File: src/rtl/panel_pkg.sv
// panel_pkg: shared front-panel display types and segment patterns
package panel_pkg;
  typedef logic [3:0] bcd_t;
  typedef enum logic {ST_BLANK, ST_SHOW} scan_state_t;
  localparam logic [6:0] SEG_0    = 7'h40;
  localparam logic [6:0] SEG_1    = 7'h79;
  localparam logic [6:0] SEG_2    = 7'h24;
  localparam logic [6:0] SEG_3    = 7'h30;
  localparam logic [6:0] SEG_4    = 7'h19;
  localparam logic [6:0] SEG_5    = 7'h12;
  localparam logic [6:0] SEG_6    = 7'h02;
  localparam logic [6:0] SEG_7    = 7'h78;
  localparam logic [6:0] SEG_8    = 7'h00;
  localparam logic [6:0] SEG_9    = 7'h10;
  localparam logic [6:0] SEG_DASH = 7'h3F;
  localparam logic [6:0] SEG_OFF  = 7'h7F;
endpackage

File: src/rtl/bcd_display_scan_if.sv
// bcd_display_scan_if: timer digits in, active-low multiplexed display drive out
interface bcd_display_scan_if;
  logic        en;
  logic [15:0] digits;
  logic        colon;
  logic        blink;
  logic [6:0]  seg;
  logic        dp;
  logic [3:0]  an;
  modport master(output en, digits, colon, blink, input seg, dp, an);
  modport slave(input en, digits, colon, blink, output seg, dp, an);
endinterface

File: src/rtl/bcd_to_seg.sv
// bcd_to_seg: BCD digit to active-low {g,f,e,d,c,b,a}, non-decimal codes show a dash
module bcd_to_seg
  import panel_pkg::*;
(
  input  bcd_t       bcd,
  output logic [6:0] seg
);
  // pure lookup, codes A..F fall through to the dash
  always_comb begin
    case (bcd)
      4'd0:    seg = SEG_0;
      4'd1:    seg = SEG_1;
      4'd2:    seg = SEG_2;
      4'd3:    seg = SEG_3;
      4'd4:    seg = SEG_4;
      4'd5:    seg = SEG_5;
      4'd6:    seg = SEG_6;
      4'd7:    seg = SEG_7;
      4'd8:    seg = SEG_8;
      4'd9:    seg = SEG_9;
      default: seg = SEG_DASH;
    endcase
  end
endmodule

File: src/rtl/bcd_display_scan.sv
// bcd_display_scan: 4-digit multiplexed 7-segment scanner with colon, blanking and blink
module bcd_display_scan
  import panel_pkg::*;
#(
  parameter int SCAN_DIV    = 50,
  parameter int BLINK_SLOTS = 256,
  parameter bit LZB         = 1'b1
) (
  input logic              clk,
  input logic              rst_n,
  bcd_display_scan_if.slave bus
);
  localparam int PW = $clog2(SCAN_DIV);
  localparam int BW = $clog2(BLINK_SLOTS + 1);
  localparam logic [PW-1:0] PRE_LAST   = PW'(SCAN_DIV - 1);
  localparam logic [BW-1:0] BLINK_LAST = BW'(BLINK_SLOTS - 1);
  logic [PW-1:0] pre;
  logic [1:0]    idx;
  scan_state_t   state;
  logic [BW-1:0] blink_cnt;
  logic          blink_phase;
  logic [15:0]   shadow;
  logic          slot_end;
  logic          show;
  logic          dark;
  bcd_t          cur;
  logic [6:0]    cur_seg;
  assign slot_end = bus.en && pre == PRE_LAST;
  assign show     = bus.en && state == ST_SHOW;
  assign cur      = shadow[{idx, 2'b00} +: 4];
  assign dark     = (bus.blink && !blink_phase) || (LZB && idx == 2'd3 && shadow[15:12] == 4'd0);
  bcd_to_seg u_dec (.bcd(cur), .seg(cur_seg));
  // prescaler, slot FSM and frame-start shadow capture; all frozen while en is low
  always_ff @(posedge clk) begin
    if (!rst_n) begin
      pre    <= '0;
      idx    <= '0;
      state  <= ST_BLANK;
      shadow <= '0;
    end else if (bus.en) begin
      pre   <= slot_end ? '0 : pre + 1'b1;
      idx   <= idx + {1'b0, slot_end};
      state <= slot_end ? ST_BLANK : ST_SHOW;
      if (state == ST_BLANK && idx == 2'd0) shadow <= bus.digits;
    end
  end
  // blink half-period counter in slots; idle at phase 1 when blink is off
  always_ff @(posedge clk) begin
    if (!rst_n || !bus.blink) begin
      blink_cnt   <= '0;
      blink_phase <= 1'b1;
    end else if (slot_end) begin
      blink_cnt   <= blink_cnt == BLINK_LAST ? '0 : blink_cnt + 1'b1;
      blink_phase <= blink_cnt == BLINK_LAST ? ~blink_phase : blink_phase;
    end
  end
  // registered drive: anodes only in SHOW and not dark, colon dot on digit 2
  always_ff @(posedge clk) begin
    if (!rst_n) begin
      bus.seg <= SEG_OFF;
      bus.dp  <= 1'b1;
      bus.an  <= 4'hF;
    end else begin
      bus.an  <= show && !dark ? ~(4'b0001 << idx) : 4'hF;
      bus.seg <= show ? cur_seg : SEG_OFF;
      bus.dp  <= !(show && idx == 2'd2 && bus.colon);
    end
  end
endmodule

File: src/flat_wrapper.sv
// flat-port wrapper written by rule: the top's interface ports become plain ports
module bcd_display_scan_flat import panel_pkg::*;
#(
  parameter int SCAN_DIV    = 50,
  parameter int BLINK_SLOTS = 256,
  parameter bit LZB         = 1'b1
)
  (clk, rst_n, bus_en, bus_digits, bus_colon, bus_blink, bus_seg, bus_dp, bus_an);
  bcd_display_scan_if bus_i ();
  input logic clk;
  input logic rst_n;
  input wire logic [$bits(bus_i.en)-1:0] bus_en;
  input wire logic [$bits(bus_i.digits)-1:0] bus_digits;
  input wire logic [$bits(bus_i.colon)-1:0] bus_colon;
  input wire logic [$bits(bus_i.blink)-1:0] bus_blink;
  output wire logic [$bits(bus_i.seg)-1:0] bus_seg;
  output wire logic [$bits(bus_i.dp)-1:0] bus_dp;
  output wire logic [$bits(bus_i.an)-1:0] bus_an;
  assign bus_i.en = bus_en;
  assign bus_i.digits = bus_digits;
  assign bus_i.colon = bus_colon;
  assign bus_i.blink = bus_blink;
  assign bus_seg = bus_i.seg;
  assign bus_dp = bus_i.dp;
  assign bus_an = bus_i.an;
  bcd_display_scan #(.SCAN_DIV(SCAN_DIV), .BLINK_SLOTS(BLINK_SLOTS), .LZB(LZB)) u_core (.clk(clk), .rst_n(rst_n), .bus(bus_i));
endmodule
File: config.mk
export PLATFORM = sky130hd
export DESIGN_NAME = bcd_display_scan_flat
export DESIGN_NICKNAME = d
export VERILOG_FILES = /design/src/rtl/panel_pkg.sv /design/src/rtl/bcd_display_scan_if.sv /design/src/rtl/bcd_to_seg.sv /design/src/rtl/bcd_display_scan.sv /design/src/flat_wrapper.sv
export SDC_FILE = /design/constraint.sdc
export NUM_CORES = 1
export LEC_CHECK = 0
export CORE_MARGIN = 1.5
export CORE_UTILIZATION = 53
export CTS_CLUSTER_DIAMETER = 30
export DETAILED_ROUTE_END_ITERATION = 8
export PLACE_DENSITY = 0.82
export SYNTH_ARGS = -nofsm -noshare
export SYNTH_HDL_FRONTEND = slang
export SYNTH_SLANG_ARGS = --single-unit
File: constraint.sdc
create_clock -name clk -period 2.3 [get_ports clk]
set_clock_uncertainty 0.1 [all_clocks]
set_input_delay 0.23 -clock clk [delete_from_list [all_inputs] [get_ports clk]]
set_output_delay 0.23 -clock clk [all_outputs]
set_load 0.1 [all_outputs]
==> results of run 1 <==
==> cells in the mapped netlist, drive strengths merged <==
cell type,instances
a21boi,17
a21o,1
a21oi,7
and2,2
and3,1
buf,5
clkbuf,5
dfxtp,47
ha,10
inv,9
mux2,1
mux2i,4
mux4,4
nand2,46
nand2b,3
nand3,5
nand3b,3
nand4,4
nand4b,1
nor2,16
nor2b,2
nor3,1
nor3b,1
nor4,6
nor4b,1
o21a,1
o21ai,8
or2,1
or3,4
or4,2
xnor2,7
xor2,3
==> critical path, cell delays in order (launching register included) <==
cell,delay [ns]
dfxtp_2,0.41
mux4_1,0.67
inv_1,0.14
ha_1,0.18
inv_1,0.04
mux2_2,0.25
mux2i_1,0.13
nand2_1,0.06
==> kinds of logic after synthesis <==
family	share of synthesized area (%)
adder cells (fa/ha/maj)	5.949
XOR/XNOR	4.164
multiplexers	7.079
buffers and inverters	4.045
flip-flops	44.74
AO/OA/AOI/OAI	10.35
AND/OR/NAND/NOR	23.68
==> placed cells by master (no fill, tap or decap), types with 2 or more instances in the layout <==
cell type / count
buf_4: 18
o21ai_0: 8
nand3_1: 5
a21boi_0: 16
mux4_1: 2
a21oi_1: 7
nor2b_1: 2
clkdlybuf4s50_1: 20
clkbuf_8: 7
ha_1: 10
mux4_2: 2
nand4_1: 4
xnor2_1: 7
xor2_1: 3
dfxtp_1: 46
nand2_1: 46
nand3b_1: 3
nand2b_1: 3
or3_1: 4
or4_1: 2
nor4_1: 6
and2_1: 2
mux2i_1: 4
inv_1: 9
nor2_1: 15
==> metal layers <==
layer  GRT usage, %  vias up  wire length [um]
met5              0        -                 0
met4          8.163        0                76
met3          5.622        7               177
met2          31.44       39              1720
met1          25.43      761              1857
li1               -      843                 -
==> stage by stage <==
stage               worst slack [ns]  instances  hold slack, ns  utilization (%)  area (um^2)
finish                        0.1994        312          0.3316            68.08         2549
global route                 0.02021        312          0.3532            68.08         2549
CTS                           0.1013        312          0.3322            68.05         2547
detailed placement            0.1179        304          0.3501            65.37         2447
global placement              0.2117        304          0.3544            65.37         2447
floorplan                     0.2291        228          0.2018                -         2103
==> cell type report <==
type                            instances  area (um^2)  share of cell area, %
Timing Repair Buffer                   38        335.3                  13.16
Inverter                                9        33.78                  1.325
Tap cell                               48        60.06                  2.356
Clock buffer                            8        100.1                  3.927
Sequential cell                        47        942.2                  36.97
Multi-Input combinational cell        162         1077                  42.27
==> flip-flops by register name (all words and copies together) (netlist names) <==
| signal | flops |
|---|---|
| u_core.shadow | 16 |
| u_core.blink_cnt | 9 |
| u_core.bus.seg | 7 |
| u_core.pre | 6 |
| u_core.bus.an | 4 |
| u_core.idx | 2 |
| u_core.blink_phase | 1 |
| u_core.bus.dp | 1 |
| u_core.state | 1 |
==> timing repair <==
action	in CTS	in global routing
hold endpoints to repair	0	0
endpoints found under the setup margin	0	1
resized for setup	0	1
==> worst paths after layout <==
path / from / to / slack, ns / depth (start not counted)
worst max-delay path: u_core.idx[0]$_SDFFE_PN0P_ / u_core.bus.seg[4]$_SDFF_PN1_ / 0.20 / 7
worst min-delay path: bus_colon / u_core.bus.dp$_SDFF_PN1_ / 0.33 / 2
worst max register to register: u_core.idx[0]$_SDFFE_PN0P_ / u_core.bus.seg[4]$_SDFF_PN1_ / 0.20 / 7
worst min register to register: u_core.shadow[1]$_SDFFE_PN0P_ / u_core.shadow[1]$_SDFFE_PN0P_ / 0.36 / 2
==> report_power, final <==
group | internal [mW] | leakage [nW] | switching [mW] | total, mW
clock network | 0.274 | 0.0515 | 0.261 | 0.535
registers | 0.838 | 0.383 | 0.0158 | 0.854
logic | 0.0809 | 0.548 | 0.103 | 0.184
total | 1.19 | 0.983 | 0.380 | 1.57
==> impl_metrics.yaml, run 1 <==
routing:
  drt_iter0_drc: 159
  wire_per_inst_um: 12.28
  drc_errors: 0
  drt-total-wl_mm: 3.831
  vias_per_cell: 5.288
  ant_nets: 0
  dr.pass1.iters: 4
  via_count: 1650
yosys:
  synth_top_area_share_pct: 44.74
  synth_top_area_cell: "dfxtp_1"
  syn_area_mm2: 0.002103
  ys_seq_elements: 47
  yosys-top-cells-area: "dfxtp_1 45%, nand2_1 8.2%, ha_1 5.9%"
  syn_inst: 228
  synth-seq-area-share_pct: 44.74
  ys_warn_count: 0
  syn_area_per_cell_um2: 9.225
  synthDistinctLibCells: 37
  syn_nets: 259
critical_path:
  critPathCaptureType: "register"
  arrival_ns: 2.20
  worstPathRequired_ns: 2.40
  critical_path_class: "register to register"
  critPathMaxFanout: 6
  critPathLaunchType: "register"
placement:
  portBuffers: 32
  dpl.hpwl_mm: 2.746
  place.gp.congestion: 0.8350
timing:
  timing.final.crit_share_pct: 91.33
  fmax_ghz: 0.4761
  finalCriticalPeriod_ns: 2.101
  setup_viol: 0
  final_max_slew_viol_count: 0
  hold_viol_final: 0
  worst_slew_pin_slew_ns: 0.6119
  relSlewSlack_pct: 59.08
  fin_setup_tns_ns: 0
  rsz0062_at_grt: "no"
final_layout:
  fillers: 308
  drive_gt1_share_pct: 12.12
  diodes: 0
  fin_nets: 294
  area_growth_pct: 21.18
grt:
  grt_use_total_pct: 19.86
  grt_max_degree: 23
  grt_pass1_vias: 1532
  grt_pass1_wl_mm: 6.603
  antenna_found_initial: 0
  grt_remaining_overflow: 0
job:
  drv_cap: 0
cts:
  htree_levels: 2
  clock-root-buffer: "clkbuf_8"
  numCtsBuffers: 5
  clk_latency_ns: 0.30
  cts_tree: "done"
  holdBufCountCts: 0
  clk_pin_slew_worst_paths_ns: 0.08
  clock-sinks: 47
  clockBufferDepth: 2
  postCtsSetupBuffers: 0
power:
  p_leak_nw: 0.9826
  irDropWorstVdd_v: 0.0004441
  power.total_mw: 1.574
  powerDensity_mw_per_mm2: 617.4
die:
  start_util_pct: 56.18
  core_mm2: 0.003744
  ioPinCount: 33
  die_area_mm2: 0.004355
  rows: 22
  die_y_um: 66.00
  fp.dieW_um: 66.00
hold_path:
  hold_class: "input pin to register"
run_status:
  status: "finished clean"
(Power assumes the default switching activity.)
==> inputs of run 2 (changes only) <==
- CORE_MARGIN: 1.5 -> unset
- CORE_UTILIZATION: 53 -> 48
- PLACE_DENSITY: 0.82 -> 0.78
- clock period: 2.3 -> 1.9 ns (I/O delays scaled with it)
==> impl_metrics.yaml, run 2 (synthesis gave the netlist of run 1 again) <==
timing:
  fmax_ghz: 0.5574
  final_max_slew_viol_count: 0
  fin_setup_tns_ns: 0
  timing.final.crit_share_pct: 94.42
  worst_slew_pin_slew_ns: 0.4674
  finalCriticalPeriod_ns: 1.794
  rsz0062_at_grt: "no"
  setup_viol: 0
  hold_viol_final: 0
  worst_slack_ns: 0.1061
  hold_ws_ns: 0.3021
  relSlewSlack_pct: 68.55
routing:
  wire_per_inst_um: 11.90
  vias_per_cell: 5.094
  drc_errors: 0
  dr.pass1.iters: 4
  via_count: 1630
  ant_nets: 0
  drt_iter0_drc: 81
  drt-total-wl_mm: 3.807
cts:
  clockBufferDepth: 2
  cts_tree: "done"
  clock-root-buffer: "clkbuf_8"
  holdBufCountCts: 0
  clk_pin_slew_worst_paths_ns: 0.08
  numCtsBuffers: 5
  htree_levels: 2
  clk_latency_ns: 0.29
  clock-sinks: 47
placement:
  place.gp.congestion: 0.8068
  pre_cts_ws_ns: 0.05787
  portBuffers: 32
  dpl.hpwl_mm: 2.828
grt:
  grt_pass1_wl_mm: 6.499
  grt_use_total_pct: 19.25
  grt_pass1_vias: 1521
  antenna_found_initial: 0
  grt_max_degree: 22
  grt_remaining_overflow: 0
power:
  switching_share_pct: 24.35
  combPwrFrac_pct: 13.1
  p_leak_nw: 0.9989
  switching_power_mw: 0.4398
  seqPwrFrac_pct: 57.2
  powerDensity_mw_per_mm2: 696.1
  pwr-share-clk_pct: 29.7
  p_int_mw: 1.367
  irDropWorstVdd_v: 0.0004032
critical_path:
  critPathMaxFanout: 5
  r2r_cells: 7
  rr_startpoint: "u_core.idx[0]$_SDFFE_PN0P_"
  arrival_ns: 1.88
  startpoint: "u_core.idx[0]$_SDFFE_PN0P_"
  worstPathRequired_ns: 1.99
  cpPeakStageDelay_ns: 0.52
  critPathLaunchType: "register"
  crit_slowest_cell: "mux4_2"
  r2r-end: "u_core.bus.seg[4]$_SDFF_PN1_"
  critical_path_class: "register to register"
  critPathCaptureType: "register"
  endpoint: "u_core.bus.seg[4]$_SDFF_PN1_"
  r2r_slack_ns: 0.11
  cpMostUsedCell: "inv_2"
  path_cells: "mux4_2 -> inv_2 -> ha_4 -> inv_2 -> mux2_4 -> mux2i_1 -> nand2_1"
final_layout:
  multi_input_area_mm2: 0.001086
  regMostFlops: "u_core.shadow"
  seqCellArea_um2: 944.7
  fillers: 350
  final_cell_mix: "46 x nand2_1, 46 x dfxtp_1, 26 x buf_4, 20 x clkdlybuf4s50_1, 16 x a21boi_0"
  postLayoutCoreUtil_pct: 63.06
  largest_register_ffs: 16
  reg.largest.list: "u_core.shadow x16, u_core.blink_cnt x9, u_core.bus.seg x7"
  area_growth_pct: 23.38
  diodes: 0
  fin_nets: 302
  drive_gt1_share_pct: 16.30
run_status:
  status: "finished clean"
die:
  fp.dieW_um: 68.20
  rows: 23
  die_area_mm2: 0.004651
  ioPinCount: 33
  core_mm2: 0.004115
  start_util_pct: 51.11
  die_y_um: 68.20
hold_path:
  hold_class: "input pin to register"
job:
  drv_cap: 0
## run 2: cell types whose count changed in the layout (fill, tap and decap cells not counted), moves of 2 or more
cell | previous run | this run
buf_4 | 18 | 26
mux4_2 | 2 | 4
clkbuf_8 | 7 | 5
inv_1 | 9 | 6
mux4_1 | 2 | 0
inv_2 | 0 | 3
## run 2: power by group through the flow
stage	clock network [mW]	logic, mW	registers [mW]
global placement	0	0.235	1.06
floorplan	0	0.107	1.10
finish	0.537	0.236	1.03
global route	0.602	0.261	1.04
CTS	0.559	0.239	1.03
detailed placement	0	0.237	1.06
## run 2: final cells by class
class	count	share of cell area [%]
Clock buffer	6	2.797
Inverter	9	1.302
Multi-Input combinational cell	162	41.85
Sequential cell	47	36.40
Tap cell	50	2.411
Timing Repair Buffer	46	15.24
## run 2: worst min-delay path by stage
stage                                  start                            end  slack [ns]  cells after the start
5_1_grt                            bus_colon       u_core.bus.dp$_SDFF_PN1_        0.29                      2
2_1_floorplan                      bus_colon       u_core.bus.dp$_SDFF_PN1_        0.16                      1
4_1_cts                            bus_colon       u_core.bus.dp$_SDFF_PN1_        0.30                      2
6_report                           bus_colon       u_core.bus.dp$_SDFF_PN1_        0.30                      2
3_3_place_gp   u_core.shadow[1]$_SDFFE_PN0P_  u_core.shadow[1]$_SDFFE_PN0P_        0.35                      2
3_5_place_dp   u_core.shadow[1]$_SDFFE_PN0P_  u_core.shadow[1]$_SDFFE_PN0P_        0.36                      2
## run 2: stage by stage
stage	total power [mW]	area, um^2	cells
after CTS	1.832	2577	318
after global placement	1.292	2505	312
after detailed placement	1.295	2505	312
after global routing	1.901	2595	320
after floorplan	1.203	2113	228
final	1.806	2595	320
## run 2: worst max-delay path, delay by kind of cell, from the launching register on
| family | cells | cell delay (ns) |
|---|---|---|
| DFF | 1 | 0.38 |
| buffers and inverters | 2 | 0.14 |
| and+or+nand+nor | 1 | 0.06 |
| adders and majority gates | 1 | 0.14 |
| muxes | 3 | 0.88 |
## run 2: what timing repair did
action / CTS / global route
setup endpoints to repair: 0 / 2
gates resized for setup: 0 / 1
buffers inserted: 0 / 2
## run 2: per-layer routing
metal | vias to the layer above | track usage (%) | routed length (um)
li1 | 849 | - | -
met1 | 744 | 24.56 | 1820
met2 | 33 | 29.78 | 1787
met3 | 4 | 6.167 | 168
met4 | 0 | 7.813 | 31
met5 | - | 0 | 0
